`src/rtl/regfile_sb.sv`:
```
// regfile_sb: 32 x 32-bit GPR file with a load-use scoreboard and HI/LO registers.
//
// Ports:
//   clk, rst                    rising-edge clock, synchronous active-high reset
//   we, waddr, wdata            write-back port (from MEM/WB)
//   re1/re2, raddr1/raddr2      read-port enables and addresses
//   rdata1/rdata2               combinational read data with write-back bypass
//   ld_issue, ld_addr           a load entering EX claims its destination register
//   busy_stall                  a read hits a register owned by an in-flight load
//   hilo_we, hi_i, lo_i         HI/LO write
//   hi_o, lo_o                  HI/LO read with same-cycle bypass
module regfile_sb (
    input  logic        clk,
    input  logic        rst,
    input  logic        we,
    input  logic [4:0]  waddr,
    input  logic [31:0] wdata,
    input  logic        re1,
    input  logic        re2,
    input  logic [4:0]  raddr1,
    input  logic [4:0]  raddr2,
    output logic [31:0] rdata1,
    output logic [31:0] rdata2,
    input  logic        ld_issue,
    input  logic [4:0]  ld_addr,
    output logic        busy_stall,
    input  logic        hilo_we,
    input  logic [31:0] hi_i,
    input  logic [31:0] lo_i,
    output logic [31:0] hi_o,
    output logic [31:0] lo_o
);

    logic [31:0] gpr_q [32];
    logic [31:0] gpr_d [32];
    logic [31:0] busy_q, busy_d;
    logic [31:0] hi_q, hi_d;
    logic [31:0] lo_q, lo_d;

    logic hit1, hit2;

    // Next-state for all storage. The stall output never gates any of this.
    always_comb begin
        for (int i = 0; i < 32; i++) begin
            gpr_d[i] = gpr_q[i];
        end
        busy_d = busy_q;
        hi_d   = hi_q;
        lo_d   = lo_q;

        if (rst) begin
            for (int i = 0; i < 32; i++) begin
                gpr_d[i] = '0;
            end
            busy_d = '0;
            hi_d   = '0;
            lo_d   = '0;
        end else begin
            if (we && (waddr != 5'd0)) begin
                gpr_d[waddr] = wdata;
            end
            // Clear before set so a load issuing to the same register wins.
            if (we) begin
                busy_d[waddr] = 1'b0;
            end
            if (ld_issue && (ld_addr != 5'd0)) begin
                busy_d[ld_addr] = 1'b1;
            end
            if (hilo_we) begin
                hi_d = hi_i;
                lo_d = lo_i;
            end
        end

        gpr_d[0]  = '0;
        busy_d[0] = 1'b0;
    end

    always_ff @(posedge clk) begin
        for (int i = 0; i < 32; i++) begin
            gpr_q[i] <= gpr_d[i];
        end
        busy_q <= busy_d;
        hi_q   <= hi_d;
        lo_q   <= lo_d;
    end

    // Read port 1
    always_comb begin
        rdata1 = '0;
        if (!rst && re1 && (raddr1 != 5'd0)) begin
            if (we && (waddr == raddr1)) begin
                rdata1 = wdata;
            end else begin
                rdata1 = gpr_q[raddr1];
            end
        end
    end

    // Read port 2
    always_comb begin
        rdata2 = '0;
        if (!rst && re2 && (raddr2 != 5'd0)) begin
            if (we && (waddr == raddr2)) begin
                rdata2 = wdata;
            end else begin
                rdata2 = gpr_q[raddr2];
            end
        end
    end

    // A write-back landing this cycle resolves the hazard via the bypass.
    always_comb begin
        hit1 = re1 && (raddr1 != 5'd0) && busy_q[raddr1] && !(we && (waddr == raddr1));
        hit2 = re2 && (raddr2 != 5'd0) && busy_q[raddr2] && !(we && (waddr == raddr2));
        busy_stall = !rst && (hit1 || hit2);
    end

    always_comb begin
        hi_o = '0;
        lo_o = '0;
        if (!rst) begin
            hi_o = hilo_we ? hi_i : hi_q;
            lo_o = hilo_we ? lo_i : lo_q;
        end
    end

endmodule

```
`config.mk`:
```
export PLATFORM = sky130hd
export DESIGN_NAME = regfile_sb
export DESIGN_NICKNAME = d
export VERILOG_FILES = /design/src/rtl/regfile_sb.sv
export SDC_FILE = /design/constraint.sdc
export NUM_CORES = 2
export LEC_CHECK = 0
export BUFFER_PORTS_ARGS = -buffer_cell sky130_fd_sc_hd__buf_2
export CAP_MARGIN = 5
export CORE_ASPECT_RATIO = 1.5
export CORE_MARGIN = 2
export CORE_UTILIZATION = 50
export DETAILED_ROUTE_END_ITERATION = 6
export PLACE_DENSITY_LB_ADDON = 0.08
export SLEW_MARGIN = 25
export SYNTH_ARGS = -nofsm -noshare
export SYNTH_HDL_FRONTEND = slang
export SYNTH_SLANG_ARGS = --single-unit
```
`constraint.sdc`:
```
create_clock -name clk -period 5.3 [get_ports clk]
set_input_delay 0.795 -clock clk [delete_from_list [all_inputs] [get_ports clk]]
set_output_delay 0.795 -clock clk [all_outputs]
set_load 0.02 [all_outputs]
```
Yosys cells after proc, flatten, opt, wreduce, memory -nomap -nowiden
Memories as Yosys holds them, arrays and structs flattened.
Cells that the tools add are included.
{"block": "classes", "n_lt_le_gt_ge": 8, "eq_ne": 2, "muxes": 24, "bitwise_logic": 4, "reduce_logical": 26}
{"cell": "$mux 992", "n": 2}
{"cell": "$bwmux 1024", "n": 1}
{"cell": "$mux 32", "n": 12}
{"cell": "$demux 32 s5", "n": 1}
{"cell": "$and 32x32->32", "n": 1}
{"cell": "$not 32->32", "n": 1}
{"cell": "$or 32x32->32", "n": 1}
{"cell": "$lt 5x6->1 const B", "n": 4}
{"cell": "$reduce_bool 5->1", "n": 4}
{"cell": "$logic_and 1x1->1", "n": 18}
{"cell": "$bmux 1 s5", "n": 2}
{"cell": "$demux 1 s5", "n": 2}
{"cell": "$eq 5x5->1", "n": 2}
{"cell": "$ge 5x1->1 const B", "n": 2}
{"cell": "$ge 6x6->1 const B", "n": 1}
{"cell": "$lt 6x1->1 const B", "n": 1}
{"cell": "$not 5->6", "n": 1}
{"cell": "$mux 1", "n": 4}
{"cell": "$logic_not 1->1", "n": 3}
{"cell": "$logic_or 1x1->1", "n": 1}
{"block": "word_totals", "regBits": 95, "mem_bits_rw": 1024, "inputBits": 123, "output_inout_bits": 129, "wordCells": 68, "mem_count": 1}
{"name": "gpr_q", "words": 32, "word_bits": 32, "read_ports": 34, "rd_clocked_by_memory_dff": 0, "wr": 32, "line_no": "34", "text": "logic [31:0] gpr_q [32];"}

Logic depth before layout (Yosys ltp)
{"block": "logic_depth", "ltp_word": 10, "mapped_depth": 10, "mapped_depth_nobuf": 5}

Least setup slack after synthesis
No wires, ideal clock.
{"block": "synth_path", "path_kind": "input to output", "start": "input raddr1[0]", "end": "output rdata1[25]", "arrival_time_ps": 2610, "t_required_ps": 4505, "path_slack_ps": 1895, "path_stages": 7, "n_path_buf": 3, "path_cell_list": "buf_6 -> buf_12 -> buf_12 -> a221oi_1 -> or3_1 -> or3_1 -> a311oi_1"}
{"block": "synth_via", "elab_chain_len": 4, "word_cells_on_any_way": 7}
{"element": "start: declaration", "line_no": "20", "text": "input logic [4:0] raddr1,"}
{"element": "parallel branches: the longest is 3 deep, another holds $mem_v2 32x32"}
{"element": "$mux 32 *", "line_no": "91", "text": "if (!rst && re1 && (raddr1 != 5'd0)) begin"}
{"element": "end: declaration", "line_no": "22", "text": "output logic [31:0] rdata1,"}
Every way passes the cells marked *.

Worst setup path in the final report
{"block": "layout_path", "start": "input raddr2[4]", "end": "output rdata2[14]"}
{"block": "layout_via", "elab_chain_len": 4, "word_cells_on_any_way": 7}
{"element": "start: declaration", "line_no": "21", "text": "input logic [4:0] raddr2,"}
{"element": "parallel branches: the longest is 3 deep, another holds $mem_v2 32x32"}
{"element": "$mux 32 *", "line_no": "103", "text": "if (!rst && re2 && (raddr2 != 5'd0)) begin"}
{"element": "end: declaration", "line_no": "23", "text": "output logic [31:0] rdata2,"}
Marked as above.

==> impl_metrics.ini <==
[clock_tree]
clock-sinks = 1087
clkLatencyLatePin_ps = 730
cts_resized = 0
post_cts.repair.setup_buffers = 0
h-tree-depth = 3
cts-buffers-inserted = 111
root_buffer = clkbuf_16
cts_hold_buf = 0
path_clk_slew_ps = 60
clk_path_buf_depth = 3
cts_tree = done

[detailed_routing]
drc = 1
vias = 52117
wl_per_cell_um = 30.1
via_per_inst = 6.59
drt_pass1_iterations = 7
drt-total-wl_um = 238000
drt_iter0_drc = 6939
ant_nets = 0

[layout]
synthToLayoutAreaGrowth_pct = 10.3
nets = 6496
final_cell_mix = nand2_1 (2046), dfxtp_1 (1087), a21oi_1 (1038), mux4_2 (355), mux2i_1 (246)
final_core_util = 0.558
mostFrequentLayoutCell = nand2_1
nFillCells = 9952
drive_gt1_frac = 0.184

[timing]
slew_violations = 0
setup_viol = 0
fmax_ghz = 0.204
rsz0062_at_grt = false
fin_setup_tns_ps = 0
tightest_slew_ps = 1210
relSlewSlack = 0.190
fin_crit_sh = 0.924
final.setup_skew_ps = 0
finalHoldViolations = 0
fin_crit_ps = 4900

[floorplan]
dieWidth_um = 276
coreArea_mm2 = 0.110
die_height_um = 413
start_util = 0.505
row_count = 149
ios = 252
dieArea_mm2 = 0.114

[logic_synthesis]
synth-seq-cells = 1087
synth_edf_count = 0
avgSynthCellArea_um2 = 8.62
syn-num-nets = 6581
syn_inst = 6458
ys.flop_type = dfxtp_1
syn_area_mm2 = 0.0557
ys_warn_count = 0
ys_async_sr_fraction = 0
synth_seq_area_share = 0.391
synth_cell_types = 64

[global_routing]
antenna_found_initial = 22
grt_pass1_vias = 49102
grt_pass1_wl_um = 341000
overflow = 0
grt_max_degree = 198
grt_usage = 0.407

[critical_path]
cp-start-kind = primary input
worstPathRequired_ps = 4510
cp-end-kind = primary output
path_cells = buf_2 -> inv_1 -> nand3_1 -> o22ai_1 -> or4_1 -> a221oi_1 -> buf_4 -> buf_2
critPathSlowestCell = inv_1
critPathArrivalTime_ps = 4100
cp_common_cell = buf_2
critical_path.max_fanout = 23
max_stage_delay_ps = 660
critPathKind = in2out

[power_and_ir_drop]
p_leak_nw = 21.1
vdd_drop_max_uv = 305
p_per_area_mw_per_mm2 = 297

[status]
violations = DRC
outcome = complete, but fails checks

[min_path]
hold_class = in2reg

[placed_design]
gp_congestion = 0.936
place_hpwl_um = 150000
io_buffers = 251

[run]
cap_violations = 0
sequential cells by signal (all words and copies together), names as in the netlist:
signal / count
gpr_q: 992
hi_q: 32
lo_q: 32
busy_q: 31
layout make-up:
class | instances | area [um2] | share of cell area
Tap cell | 1434 | 1790 | 0.0292
Timing Repair Buffer | 480 | 3330 | 0.0542
Clock buffer | 165 | 3240 | 0.0528
Sequential cell | 1087 | 21800 | 0.354
Antenna cell | 8 | 20.0 | 0.000326
Inverter | 5 | 18.8 | 0.000306
Clock inverter | 36 | 430 | 0.00701
Multi-Input combinational cell | 4688 | 30800 | 0.502
stage by stage:
| step | setup WS (ps) | total power [mW] | instance area (um2) | cells | hold slack (ps) |
|---|---|---|---|---|---|
| after global routing | 347 | 18.6 | 61400 | 7895 | 325 |
| after global placement | 551 | 10.2 | 57700 | 7692 | 447 |
| after CTS | 543 | 18.2 | 61400 | 7895 | 281 |
| final | 401 | 18.3 | 61400 | 7903 | 305 |
| after detailed placement | 542 | 10.2 | 57700 | 7694 | 455 |
| after floorplan | 1890 | 9.58 | 55700 | 6458 | 440 |
critical path, delay by kind of cell:
kind | cells | cell delay, ps
AOI/OAI and AO/OA | 2 | 640
and+or+nand+nor | 2 | 1150
buffers and inverters | 4 | 1520
kinds of logic after synthesis:
| logic type | synth area share |
|---|---|
| AO/OA/AOI/OAI | 0.153 |
| flip-flops | 0.391 |
| multiplexers | 0.218 |
| XOR/XNOR | 0.00157 |
| buffers and inverters | 0.0616 |
| AND/OR/NAND/NOR | 0.175 |
cell usage after synthesis, types with 46 or more instances:
cell type  instances  area share
nand2_1         2078        0.14
dfxtp_1         1087        0.39
a21oi_1         1039       0.093
clkbuf_1         418       0.028
mux4_2           355        0.14
mux2i_1          246       0.044
nor2_1           239       0.016
buf_2            130       0.012
mux2_2            94       0.019
a22oi_1           81       0.011
o22ai_1           68      0.0076
o221ai_1          67       0.011
buf_4             47      0.0063
nor3_1            46      0.0041
power breakdown:
| part | internal, mW | switching [mW] |
|---|---|---|
| registers | 8.26 | 0.0495 |
| clock network | 4.57 | 3.59 |
| logic | 0.528 | 1.28 |
| total | 13.4 | 4.92 |
path summary, 6_finish.rpt:
path / start / end / slack [ps] / depth (start not counted)
worst max-delay path: raddr2[4] / rdata2[14] / 400 / 8
worst max register to register: hi_q[0]$_DFF_P_ / hi_q[0]$_DFF_P_ / 4550 / 2
worst min-delay path: hi_i[31] / hi_q[31]$_DFF_P_ / 310 / 3
worst min register to register: gpr_q[30][9]$_SDFFE_PP0P_ / gpr_q[30][9]$_SDFFE_PP0P_ / 460 / 2
layer usage:
layer / wire length (um) / global-route usage / vias up
li1: - / - / 22435
met2: 105000 / 0.630 / 3603
met5: 167 / 0 / -
met4: 17900 / 0.270 / 24
met3: 30100 / 0.107 / 956
met1: 85300 / 0.502 / 25099
Note: power is estimated with default switching activity, not from simulation.
